File: config.mk
export PLATFORM = sky130hd
export DESIGN_NAME = data_mem_access_unit
export DESIGN_NICKNAME = d
export VERILOG_FILES = /design/src/rtl/data_mem_access_unit.sv
export SDC_FILE = /design/constraint.sdc
export NUM_CORES = 1
export LEC_CHECK = 0
export CORE_UTILIZATION = 30
export CTS_CLUSTER_SIZE = 25
export DETAILED_ROUTE_END_ITERATION = 16
export MAX_ROUTING_LAYER = met4
export PLACE_DENSITY_LB_ADDON = 0.2
export SLEW_MARGIN = 10
export SYNTH_ARGS = -nofsm -noshare
export SYNTH_HDL_FRONTEND = slang
export SYNTH_SLANG_ARGS = --single-unit
File: constraint.sdc
create_clock -name clk -period 6.6 [get_ports clk]
set_input_delay 0.66 -clock clk [delete_from_list [all_inputs] [get_ports clk]]
set_output_delay 0.66 -clock clk [all_outputs]
set_load 0.005 [all_outputs]
File: src/rtl/data_mem_access_unit.sv
// data_mem_access_unit: initiator side of the word-addressed data-memory port.
// Handles one byte/half/word load or store at a time; sub-word stores are
// done as read-modify-write against the registered-read memory.
// Optional feature macro: DMAU_ALIGN_CHECK_EN. When defined, misaligned, size=11
// and out-of-range requests complete with err=1 and no memory access. When
// undefined, err is tied low, address low bits are masked to the access size,
// size=11 acts as word, and the word index passes through unchecked.
module data_mem_access_unit #(
  parameter int MEM_WORDS = 129
) (
  input  logic        clk,
  input  logic        rst,
  input  logic        req,
  input  logic        we,
  input  logic [1:0]  size,
  input  logic        uns,
  input  logic [31:0] addr,
  input  logic [31:0] wdata,
  output logic        busy,
  output logic        ack,
  output logic        err,
  output logic [31:0] rdata,
  output logic [31:0] mem_addr,
  output logic [31:0] mem_wdata,
  output logic        mem_we,
  input  logic [31:0] mem_rdata
);

  typedef enum logic [2:0] {IDLE, RD, RWAIT, WR, DONE} state_t;

  localparam logic [1:0] SZ_BYTE = 2'b00;
  localparam logic [1:0] SZ_HALF = 2'b01;
  localparam logic [1:0] SZ_WORD = 2'b10;

  state_t      state, state_next;

  // Latched request
  logic        we_q;
  logic [1:0]  size_q;
  logic        uns_q;
  logic [1:0]  lane_q;
  logic [31:0] wdata_q;

  // Request decode
  logic [1:0]  size_eff;
  logic [1:0]  lane_eff;
  logic        req_bad;
  logic        word_store;

  // Read-side datapath
  logic [7:0]  byte_sel;
  logic [15:0] half_sel;
  logic [31:0] load_val;
  logic [31:0] merged;

`ifdef DMAU_ALIGN_CHECK_EN
  logic        err_q;
`else
  logic        idx_range_unused;
  // Out-of-range indices pass through unchecked in this build.
  assign idx_range_unused = ({2'b00, addr[31:2]} >= 32'(MEM_WORDS));
`endif

  // Decode the incoming request: effective size, lane and rejection.
  // NOTE: every always_comb output gets a default first so no path can infer a latch.
  always_comb begin
    size_eff = size;
    lane_eff = addr[1:0];
    req_bad  = 1'b0;
`ifdef DMAU_ALIGN_CHECK_EN
    req_bad = (size == 2'b11) ||
              (size == SZ_HALF && addr[0]) ||
              (size == SZ_WORD && addr[1:0] != 2'b00) ||
              ({2'b00, addr[31:2]} >= 32'(MEM_WORDS));
`else
    if (size == 2'b11) size_eff = SZ_WORD;
    case (size_eff)
      SZ_HALF: lane_eff = {addr[1], 1'b0};
      SZ_WORD: lane_eff = 2'b00;
      default: lane_eff = addr[1:0];
    endcase
`endif
    word_store = we && (size_eff == SZ_WORD);
  end

  // Next-state logic.
  always_comb begin
    state_next = state;
    case (state)
      IDLE: begin
        if (req) begin
          if (req_bad)         state_next = DONE;
          else if (word_store) state_next = WR;
          else                 state_next = RD;
        end
      end
      RD:      state_next = RWAIT;
      RWAIT:   state_next = we_q ? WR : DONE;
      WR:      state_next = DONE;
      DONE:    state_next = IDLE;
      default: state_next = IDLE;
    endcase
  end

  // Lane extraction, extension and store merge from the registered read word.
  always_comb begin
    case (lane_q)
      2'd0:    byte_sel = mem_rdata[7:0];
      2'd1:    byte_sel = mem_rdata[15:8];
      2'd2:    byte_sel = mem_rdata[23:16];
      default: byte_sel = mem_rdata[31:24];
    endcase
    half_sel = lane_q[1] ? mem_rdata[31:16] : mem_rdata[15:0];

    case (size_q)
      SZ_BYTE: load_val = {{24{~uns_q & byte_sel[7]}}, byte_sel};
      SZ_HALF: load_val = {{16{~uns_q & half_sel[15]}}, half_sel};
      default: load_val = mem_rdata;
    endcase

    merged = mem_rdata;
    if (size_q == SZ_BYTE) begin
      case (lane_q)
        2'd0:    merged[7:0]   = wdata_q[7:0];
        2'd1:    merged[15:8]  = wdata_q[7:0];
        2'd2:    merged[23:16] = wdata_q[7:0];
        default: merged[31:24] = wdata_q[7:0];
      endcase
    end else if (lane_q[1]) begin
      merged[31:16] = wdata_q[15:0];
    end else begin
      merged[15:0] = wdata_q[15:0];
    end
  end

  // State register.
  // NOTE: sequential state uses non-blocking assignments so all flops see pre-edge values.
  always_ff @(posedge clk) begin
    if (rst) state <= IDLE;
    else     state <= state_next;
  end

  // Latch the request on acceptance; these fields are only read after being loaded.
  // NOTE: the latched request fields carry no reset because nothing reads them before acceptance writes them.
  always_ff @(posedge clk) begin
    if (state == IDLE && req && !rst) begin
      we_q    <= we;
      size_q  <= size_eff;
      uns_q   <= uns;
      lane_q  <= lane_eff;
      wdata_q <= wdata;
    end
  end

  // Visible datapath registers: memory address/data, load result, error flag.
  always_ff @(posedge clk) begin
    if (rst) begin
      rdata     <= '0;
      mem_addr  <= '0;
      mem_wdata <= '0;
`ifdef DMAU_ALIGN_CHECK_EN
      err_q     <= 1'b0;
`endif
    end else begin
      case (state)
        IDLE: begin
          if (req) begin
`ifdef DMAU_ALIGN_CHECK_EN
            err_q <= req_bad;
`endif
            if (!req_bad) begin
              mem_addr <= {2'b00, addr[31:2]};
              if (word_store) mem_wdata <= wdata;
            end
          end
        end
        RWAIT: begin
          if (we_q) mem_wdata <= merged;
          else      rdata     <= load_val;
        end
        default: ;
      endcase
    end
  end

  assign busy   = (state != IDLE);
  assign ack    = (state == DONE);
  assign mem_we = (state == WR);
`ifdef DMAU_ALIGN_CHECK_EN
  assign err    = ack & err_q;
`else
  assign err    = 1'b0;
`endif

endmodule

Word level (Yosys, flattened, before mapping)
Cells that the tools add are included.
{"block": "totals", "regBits": 119, "inputBits": 103, "wordCells": 59}
{"block": "classes", "eq_ne": 13, "muxes": 20, "bitwise_logic": 4, "n_reduce_logical": 13}
{"cell": "32-bit 2-to-1 mux", "count": 4}
{"cell": "32-bit case mux with 2 select lines", "count": 2}
{"cell": "16-bit 2-to-1 mux", "count": 3}
{"cell": "8-bit 2-to-1 mux", "count": 4}
{"cell": "8-bit case mux with 3 select lines", "count": 1}
{"cell": "3-bit case mux with 4 select lines", "count": 1}
{"cell": "2-bit by 1-bit == test with 1-bit output (second input constant)", "count": 3}
{"cell": "2-bit == test (second input constant)", "count": 3}
{"cell": "3-bit by 2-bit == test with 1-bit output (second input constant)", "count": 2}
{"cell": "3-bit 2-to-1 mux", "count": 2}
{"cell": "2-bit inequality test (second input constant)", "count": 3}
{"cell": "2-bit zero test", "count": 2}
{"cell": "2-bit 2-to-1 mux", "count": 2}
{"cell": "2-bit case mux with 2 select lines", "count": 1}
{"cell": "2-bit AND reduction", "count": 2}
{"cell": "4-bit AND reduction", "count": 1}
{"cell": "3-bit by 1-bit == test with 1-bit output (second input constant)", "count": 1}
{"cell": "3-bit == test (second input constant)", "count": 1}
{"cell": "1-bit logical AND", "count": 3}
{"cell": "3-bit zero test", "count": 1}
{"cell": "3-bit nonzero test", "count": 1}
{"cell": "3-bit OR reduction", "count": 1}
{"cell": "1-bit AND", "count": 2}
{"cell": "1-bit NOT", "count": 2}
{"cell": "other kinds (2)", "count": 2}

Depth between registers and ports, before layout
Gate-level depths: netlist of run 1.
{"block": "logic_depth", "ltp_word": 7, "ltp_mapped": 7, "ltp_nobuf": 4}

Least setup slack after synthesis of run 1
No wires, ideal clock.
{"block": "synth_timing", "path_kind": "input to register", "startpoint": "input req", "endpoint": "register lane_q[0], enable pin", "setup_ns": 0.401, "t_arrival_ns": 2.334, "t_required_ns": 6.199, "slack_ns": 3.865, "cell_stages": 5, "path_buffers": 2, "cell_sequence": "nand2b_1 > or3_1 > clkbuf_1 > clkbuf_1 > nor2_1"}
{"block": "synth_between", "elab_chain_len": 2}
{"item": "from (decl)", "line_no": "13", "text": "input logic req,"}
{"item": "1-bit logical AND (2 in a row)", "line_no": "146", "text": "if (state == IDLE && req && !rst) begin"}
{"item": "to (signal assigned)", "line_no": "150", "text": "lane_q <= lane_eff;"}
{"item": "to (decl)", "line_no": "41", "text": "logic [1:0] lane_q;"}
Every way passes these cells.
A chain may end at the register's enable or synchronous reset.

Worst setup path in the final report of run 1
{"block": "layout_timing", "startpoint": "input req", "endpoint": "register mem_wdata[24]"}
{"block": "layout_between", "elab_chain_len": 2}
{"item": "2-bit inequality test (no line)"}
{"item": "4-bit AND reduction (no line)"}
{"item": "to (signal assigned)", "line_no": "173", "text": "if (word_store) mem_wdata <= wdata;"}
{"item": "to (signal assigned)", "line_no": "178", "text": "if (we_q) mem_wdata <= merged;"}
{"item": "to (decl)", "line_no": "24", "text": "output logic [31:0] mem_wdata,"}
Every way passes these cells.

==> metrics.csv, run 1 <==
stage;metric;value;unit
outcome;outcome;finished clean;
cts;Max Root-Sink Buffers;2;
cts;clock latency on the worst-skew pair;0.42;ns
cts;CTS Buf Count;17;
synthesis;mean area per synthesized cell;9.27;sq um
global_routing;total gr overflow;0;
min_path;worst hold path type;reg2reg;
synthesis;Yosys cell types;50;
pwr;Int Pwr;0.00156;W
sta;crit share post-route;48.3;%
route;iteration-0 DRC count of the detailed router;386;
synthesis;cell taking the most area after synthesis;dfxtp_1;
synthesis;synth warn;0;
synthesis;FFs w/ async S/R, synth;0;%
layout;Synth-to-Final Area Change;51.0;%
setup_path;Worst R2R Path Depth;5;
floorplanning;Die Ht;135;um
synthesis;leading post-synthesis cells by cell area;dfxtp_1 37%, edfxtp_1 12%, nand2_1 6.6%;
synthesis;Seq/Total Area, Yosys;48.9;%
global_routing;met3 usage;5.42;%
pwr;Comb pwr share;15.3;%
pwr;Seq pwr share;39.4;%
global_routing;global-route met1 utilization;27.0;%
sta;Min Hold Slack;0.451;ns
sta;Final Setup Violations;0;
layout;fraction of layout cells with a size suffix above 1;10.0;%
global_routing;antenna violations before repair;0;
pwr;power consumption;0.00208;W
sta;RSZ-0062 raised after global routing;false;
floorplanning;Starting Density;30.8;%
place;DP Area;0.00742;sq mm
cts;clk slew on worst S/H paths;0.06;ns
sta;TNS Setup;0;ns
synthesis;top-count cell post-synth;dfxtp_1;
layout;number of diodes;0;
sta;worst clock skew;0.0147;ns
setup_path;crit start category;input pin;
synthesis;cells after synthesis;574;
route;antenna viol nets, final;0;
sta;Final min period;3.19;ns
min_path;Worst Hold End;mem_addr[8];
pwr;P_sw;0.000514;W
cts;CTS tree;yes;
pwr;switching share of power;24.8;%
pwr;Pwr per Cell Area;258;mW/mm^2
setup_path;CP Capture Type;flip-flop;
sta;Worst-Margin Slew;1.22;ns
synthesis;Synth Flop Type;dfxtp_1;
global_routing;vias in the first global route;4896;
floorplanning;Rows;48;
route;Routed WL per cell;18.5;um
route;routed vias/inst;5.28;
setup_path;Max FO, Critical Path;32;
synthesis;area share of the largest cell type after synthesis;36.5;%
route;DR DRC count;0;
route;Vias;5187;
sta;final hold vios;0;
cts;Post-CTS Setup Inserts;0;
setup_path;Reg-to-Reg Start;lane_q[1];
global_routing;GRT Total Usage;20.4;%
cts;H-Tree Depth;4;
sta;Pins Over Slew Limit;0;
global_routing;first-pass GRT wire length;27400;um
setup_path;FF-to-FF End;rdata[31];
route;Routed Wire Length;18200;um
floorplanning;CORE AREA;0.0173;sq mm
synthesis;Post-synth EDFFs;22;
floorplanning;die area;0.0183;sq mm
sta;Fmax;0.314;GHz
synthesis;post-synthesis cell area;0.00532;sq mm
cts;CTS Hold Buffers Added;0;
setup_path;Arrival @ worst endpoint;3.55;ns
cts;post-cts sizing count;0;
synthesis;Post-synth top cells;97 x dfxtp_1, 94 x nand2_1, 49 x a21oi_1;
route;DRT Pass-1 Iters;5;
setup_path;CP Data Required Time;6.96;ns
setup_path;worst reg-to-reg setup slack;3.61;ns
pwr;P_leak;2.81;nW
layout;final instance area;0.00803;sq mm
place;gpl congestion;0.860;
global_routing;Most Crowded Layer GR;met2;
place;port bufs;199;
global_routing;GR Layer Usage met2;30.7;%
pwr;share of total power in the clock network;45.2;%
flow_run;MaxCap Viol Count;0;
cts;CTS sink count;119;
synthesis;number of synthesized register bits;119;
setup_path;Worst Setup Path Type;in2reg;
floorplanning;Chip Width;135;um
pwr;peak supply drop;0.184;mV
min_path;worst hold start;mem_addr[8];
global_routing;largest net degree at the start of global routing;70;
place;hpwl dp;13100;um
min_path;Hold Path Depth;2;
cts;clock root cell;clkbuf_16;
sta;slew margin rel.;18.4;%
layout;fin util;46.4;%
floorplanning;IO Pins;203;
layout;fin nets;848;
[final cells by class]
cell class,count,area (sq um)
fillers,1671,9260
flip-flops and latches,119,2600
multi-input cells,398,2480
repair buffers,206,2040
clock buffers,23,531
well taps,225,282
clock inverters,9,83.8
inverters,3,11.3
[worst max-delay path by stage]
| stage | from | endpoint | slack (ns) | cells past startpoint |
|---|---|---|---|---|
| detailed placement | req | mem_wdata[28] | 2.99 | 5 |
| floorplan | req | lane_q[0] | 3.87 | 5 |
| global route | req | mem_wdata[28] | 3.20 | 5 |
| CTS | req | mem_wdata[15] | 3.44 | 5 |
| global placement | req | mem_wdata[21] | 3.12 | 5 |
| finish | req | mem_wdata[24] | 3.41 | 5 |
[through the flow]
| step | cells | setup slack (ns) |
|---|---|---|
| final | 983 | 3.41 |
| after global routing | 983 | 3.20 |
| after CTS | 983 | 3.44 |
| after global placement | 951 | 3.12 |
| after floorplan | 576 | 3.87 |
| after detailed placement | 951 | 2.99 |
[routing by layer]
| layer | part of all wire (%) | routed length [um] |
|---|---|---|
| met1 | 47 | 8610 |
| met2 | 45 | 8200 |
| met5 | 0 | 0 |
| met3 | 7.1 | 1290 |
| met4 | 0.74 | 135 |
[worst max-delay path, stage by stage]
cell and delay (ns):
clkdlybuf4s50_1 0.48, nand2b_1 0.11, or3_1 0.81, nor3_4 1.15, a221o_1 0.31
[layout by cell type (no fill, tap or decap), drive strengths merged, types with 4 or more instances in the layout]
cell type | synthesis | layout
clkinv | 0 | 4
a311oi | 13 | 13
a22o | 10 | 10
dfxtp | 97 | 97
mux2i | 4 | 4
o221a | 4 | 4
o221ai | 4 | 4
nor3 | 4 | 4
a22oi | 8 | 8
nor2b | 6 | 6
clkbuf | 34 | 23
mux2 | 6 | 6
a211oi | 26 | 26
a221o | 32 | 32
clkdlybuf4s50 | 0 | 198
o21ba | 6 | 6
a21oi | 49 | 49
inv | 3 | 5
edfxtp | 22 | 22
nor2 | 47 | 47
buf | 22 | 8
o21ai | 33 | 33
nand3 | 16 | 16
nand2 | 94 | 94
[power groups by stage]
stage / combinational, W / sequential, W / clock, W
6_report: 0.000318 / 0.000819 / 0.000938
5_1_grt: 0.000343 / 0.000824 / 0.000993
4_1_cts: 0.000319 / 0.000818 / 0.000957
3_5_place_dp: 0.000317 / 0.000833 / 0
3_3_place_gp: 0.000312 / 0.000832 / 0
2_1_floorplan: 0.000137 / 0.000828 / 0
[logic make-up after synthesis]
| group | count (synthesis) | synth area share, % |
|---|---|---|
| simple gates | 189 | 16.2 |
| compound gates | 196 | 27.9 |
| flops | 119 | 48.9 |
| buf+inv | 59 | 4.92 |
| mux | 10 | 2.02 |
| other cells | 1 | 0.0705 |
[flip-flops by register name, indices dropped and copies added, names as in the netlist]
| register | count |
|---|---|
| lane_q | 2 |
| mem_addr | 30 |
| mem_wdata | 32 |
| rdata | 32 |
| size_q | 2 |
| state | 3 |
| uns_q | 1 |
| wdata_q | 16 |
| we_q | 1 |
Power figures use the tool's default switching activity.
==> run 2: changes to the inputs <==
==> constraint.sdc (replaced) <==
create_clock -name clk -period 2.7 [get_ports clk]
set_input_delay 0.27 -clock clk [delete_from_list [all_inputs] [get_ports clk]]
set_output_delay 0.27 -clock clk [all_outputs]
set_load 0.005 [all_outputs]
==> run 2 against run 1 <==
Hold slack got worse by 0.28 ns. Sequential share of layout area fell by 0.61 points. Setup slack got worse by 2.9 ns. Die area did not move. Routed wire length fell by 1.4%. Global-route usage barely moved. Count of clock-buffer cells in the layout fell by 5. Clock power rose to 2.7 times the previous value. First-iteration DRC count fell by 13%. Non-clock buffer count rose by 13.
==> metrics.csv, run 2 (same netlist as run 1, synthesis figures left out) <==
stage;metric;value;unit
route;DR DRC count;0;
route;antenna viol nets, final;0;
route;Vias;5230;
global_routing;largest net degree at the start of global routing;62;
floorplanning;Chip Width;135;um
place;gpl congestion;0.875;
cts;CTS Hold Buffers Added;0;
route;DRT Pass-1 Iters;5;
sta;worst clock skew;0.00770;ns
setup_path;Worst R2R Path Depth;5;
global_routing;total gr overflow;0;
route;metal2 WL;8180;um
layout;number of diodes;0;
route;WL met3;1530;um
setup_path;CP Data Required Time;3.01;ns
sta;TNS Setup;0;ns
cts;CTS sink count;119;
global_routing;antenna violations before repair;0;
cts;CTS Buf Count;17;
setup_path;worst reg-to-reg setup slack;0.50;ns
sta;RSZ-0062 raised after global routing;false;
sta;Final Setup Violations;0;
setup_path;CP Capture Type;flip-flop;
setup_path;Arrival @ worst endpoint;2.52;ns
setup_path;Reg-to-Reg Start;size_q[1];
min_path;worst hold start;rst;
layout;largest registers;mem_wdata x32, rdata x32, mem_addr x30;
cts;clock latency on the worst-skew pair;0.42;ns
setup_path;crit start category;flip-flop;
outcome;outcome;finished clean;
cts;CTS tree;yes;
floorplanning;Die Ht;135;um
layout;Synth-to-Final Area Change;53.9;%
place;hpwl dp;13300;um
global_routing;first-pass GRT wire length;27500;um
floorplanning;IO Pins;203;
min_path;Worst Hold End;state[1];
global_routing;vias in the first global route;5087;
floorplanning;Rows;48;
sta;Fmax;0.454;GHz
floorplanning;Starting Density;30.8;%
global_routing;GRT Total Usage;20.4;%
sta;Final min period;2.20;ns
layout;commonest non-fill, non-tap cells in the layout;198 x clkdlybuf4s50_1, 97 x dfxtp_1, 94 x nand2_1;
route;iteration-0 DRC count of the detailed router;337;
place;port bufs;199;
layout;commonest non-fill, non-tap cell in the layout;clkdlybuf4s50_1;
setup_path;Worst Setup Path Type;reg2reg;
sta;Worst-Margin Slew;0.794;ns
pwr;power consumption;0.00533;W
sta;final hold vios;0;
sta;slew margin rel.;46.9;%
cts;H-Tree Depth;4;
cts;Post-CTS Setup Inserts;0;
route;Routed WL per cell;18.0;um
floorplanning;CORE AREA;0.0173;sq mm
sta;Pins Over Slew Limit;0;
pwr;peak supply drop;0.415;mV
min_path;worst hold path type;in2reg;
setup_path;Max FO, Critical Path;16;
layout;fin util;47.3;%
cts;clock root cell;clkbuf_16;
pwr;P_leak;2.89;nW
layout;fraction of layout cells with a size suffix above 1;11.3;%
sta;crit share post-route;81.6;%
setup_path;FF-to-FF End;rdata[16];
sta;Min Hold Slack;0.169;ns
layout;fin nets;861;
pwr;Pwr per Cell Area;651;mW/mm^2
min_path;Hold Path Depth;2;
cts;Max Root-Sink Buffers;2;
route;routed vias/inst;5.25;
cts;post-cts sizing count;0;
cts;clk slew on worst S/H paths;0.06;ns
route;M1 WL;7960;um
flow_run;MaxCap Viol Count;0;
route;DR top layer;met4;
floorplanning;die area;0.0183;sq mm
route;Routed Wire Length;18000;um
-- run 2: worst max-delay path by stage --
stage,cells after the start,end,startpoint
floorplan,5,lane_q[0],state[1]
CTS,5,rdata[16],size_q[1]
global route,5,rdata[16],size_q[1]
global placement,6,rdata[31],mem_rdata[7]
finish,5,rdata[16],size_q[1]
detailed placement,6,rdata[16],mem_rdata[7]
-- run 2: layout make-up --
type	instances	area, sq um
clock inverters	14	230
flip-flops and latches	119	2600
well taps	225	282
multi-input cells	398	2480
fillers	1629	9110
inverters	3	11.3
clock buffers	18	429
repair buffers	219	2150
-- run 2: power breakdown --
part	internal, W	total (W)	switching, W	leakage [nW]
clock network	0.00172	0.00253	0.000814	0.313
logic	0.000434	0.000796	0.000363	1.58
registers	0.00193	0.00200	0.0000727	0.995
total	0.00408	0.00533	0.00125	2.89
-- run 2: per-stage QoR --
stage / area (sq um) / cells / setup slack (ns)
5_1_grt: 8190 / 996 / 0.346
3_3_place_gp: 7530 / 964 / 0.486
3_5_place_dp: 7530 / 964 / 0.435
2_1_floorplan: 5330 / 576 / 0.183
6_report: 8190 / 996 / 0.496
4_1_cts: 8190 / 996 / 0.512
-- run 2: worst max-delay path, stage by stage (launching register included) --
cell      delay (ns)
edfxtp_1        0.61
or2_1           0.46
nor4_1          0.49
nor4_4          0.05
buf_4           0.23
a211oi_1        0.26
-- run 2: per-layer routing --
metal	GRT usage, %	vias up
met1	25.8	2466
li1	-	2494
met2	31.1	240
met4	7.12	0
met3	5.95	30
met5	-	-
==> run 3: changes to the inputs <==
==> constraint.sdc (replaced) <==
create_clock -name clk -period 1.89 [get_ports clk]
set_input_delay 0.189 -clock clk [delete_from_list [all_inputs] [get_ports clk]]
set_output_delay 0.189 -clock clk [all_outputs]
set_load 0.005 [all_outputs]
==> run 3 against run 2 <==
Total power is 40% higher. Critical path depth decreased by 1. Clock power grew 34%. Count of clock-buffer cells in the layout up 9. Core utilization rose by 1.8 points. Cell count is 2.6% higher. Cell area up 3.8%. Hold slack improved by 0.045 ns. Routed wire length rose by 2.5%. Non-clock buffer count up 26. Critical path type is now reg2out. Largest power group unchanged. Highest routed layer unchanged.
==> metrics.csv, run 3 (same netlist as run 1, synthesis figures left out) <==
stage;metric;value;unit
setup_path;Critical path buffers and inverters;3;
sta;final hold vios;0;
sta;Final Setup Violations;0;
sta;worst clock skew;0.00819;ns
sta;Final min period;1.83;ns
cts;Max Root-Sink Buffers;2;
global_routing;vias in the first global route;5168;
cts;Post-CTS Setup Inserts;0;
cts;CTS Hold Buffers Added;0;
setup_path;crit start category;flip-flop;
layout;fin nets;887;
global_routing;total gr overflow;0;
setup_path;Worst Setup Path Type;reg2out;
setup_path;CP Capture Type;primary output;
setup_path;FF-to-FF End;mem_wdata[30];
setup_path;worst reg-to-reg setup slack;0.08;ns
floorplanning;Rows;48;
layout;commonest non-fill, non-tap cells in the layout;195 x clkdlybuf4s50_1, 96 x dfxtp_1, 94 x nand2_1;
setup_path;Crit path max-delay family;buffers and inverters;
sta;crit share post-route;96.9;%
layout;fin util;49.1;%
flow_run;MaxCap Viol Count;0;
sta;Pins Over Slew Limit;0;
setup_path;critical path's slowest cell;or3_1;
setup_path;Reg-to-Reg Start;lane_q[0];
route;iteration-0 DRC count of the detailed router;323;
route;DR DRC count;0;
setup_path;Arrival @ worst endpoint;1.64;ns
place;DP Area;0.00783;sq mm
cts;H-Tree Depth;4;
layout;Synth-to-Final Area Change;59.8;%
floorplanning;die area;0.0183;sq mm
layout;fraction of layout cells with a size suffix above 1;15.2;%
floorplanning;IO Pins;203;
pwr;power consumption;0.00745;W
route;Vias;5348;
setup_path;Max FO, Critical Path;8;
cts;CTS tree;yes;
setup_path;Critical Path End;busy;
global_routing;first-pass GRT wire length;28400;um
route;routed vias/inst;5.23;
pwr;P_leak;3.05;nW
global_routing;antenna violations before repair;0;
min_path;worst hold path type;in2reg;
layout;number of diodes;0;
setup_path;crit-path cells;buf_4, buf_4, or3_1, dlygate4sd2_1;
cts;clock root cell;clkbuf_16;
setup_path;Crit. path cell count;4;
route;Routed Wire Length;18400;um
place;hpwl dp;13800;um
cts;clk slew on worst S/H paths;0.05;ns
layout;commonest non-fill, non-tap cell in the layout;clkdlybuf4s50_1;
route;DRT Pass-1 Iters;4;
floorplanning;Die Ht;135;um
place;port bufs;199;
floorplanning;CORE AREA;0.0173;sq mm
floorplanning;Chip Width;135;um
cts;clock latency on the worst-skew pair;0.42;ns
route;antenna viol nets, final;0;
setup_path;CP dominant cell by count;buf_4;
route;Routed WL per cell;18.0;um
global_routing;largest net degree at the start of global routing;42;
setup_path;Worst R2R Path Depth;5;
setup_path;CP Data Required Time;1.70;ns
outcome;outcome;finished clean;
sta;RSZ-0062 raised after global routing;true;
cts;CTS Buf Count;17;
floorplanning;Starting Density;30.8;%
sta;Fmax;0.546;GHz
cts;CTS sink count;119;
global_routing;GRT Total Usage;21.0;%
pwr;peak supply drop;0.654;mV
layout;final instance area;0.00850;sq mm
setup_path;Max stage delay on crit path;0.33;ns
pwr;Pwr per Cell Area;877;mW/mm^2
place;gpl congestion;0.913;
layout;largest registers;mem_wdata x32, rdata x32, mem_addr x30;
setup_path;Worst Setup SP;state[0];
run 3: how the worst min path moves through the flow:
stage	slack, ns	to	cells past startpoint	from
floorplan	0.29	uns_q	0	uns
global placement	0.44	mem_addr[1]	2	mem_addr[1]
detailed placement	0.45	mem_addr[19]	2	mem_addr[19]
CTS	0.20	rdata[6]	3	rst
global route	0.23	rdata[8]	3	rst
finish	0.21	rdata[6]	3	rst
run 3: per-stage QoR:
| step | TNS [ns] | hold WS (ns) | std cells | setup slack, ns |
|---|---|---|---|---|
| after detailed placement | -2.79 | 0.446 | 990 | -0.250 |
| after global routing | -0.0295 | 0.230 | 1022 | -0.0295 |
| after floorplan | 0 | 0.288 | 576 | 0.0118 |
| after CTS | 0 | 0.196 | 1022 | 0.0308 |
| after global placement | -1.99 | 0.442 | 990 | -0.191 |
| final | 0 | 0.214 | 1022 | 0.0585 |
run 3: layer usage:
metal	track usage, %	vias up	share of wire, %
met5	-	-	0
met4	8.30	0	2.5
met3	4.19	43	6.8
met2	32.3	226	47
met1	27.1	2531	44
li1	-	2548	-
run 3: worst min-delay path: stages:
cell	delay, ns
buf_2	0.10
buf_4	0.22
a311oi_1	0.06
run 3: timing repair:
action / CTS / global route
gates resized for setup: 5 / 9
setup endpoints to repair: 4 / 17
pin swaps: 0 / 1
gates cloned: 0 / 0
run 3: where the power goes:
group | internal [W] | switching, W | leakage [nW]
combinational | 0.000682 | 0.000549 | 1.75
clock | 0.00224 | 0.00114 | 0.304
sequential | 0.00275 | 0.0000931 | 0.995
total | 0.00567 | 0.00178 | 3.05
run 3: cell type report:
type | count | area [sq um]
sequential | 119 | 2600
multi-input combinational | 398 | 2530
clock buffer | 27 | 546
inverter | 3 | 11.3
fill | 1648 | 8800
clock inverter | 5 | 81.3
tap | 225 | 282
timing repair buffer | 245 | 2440
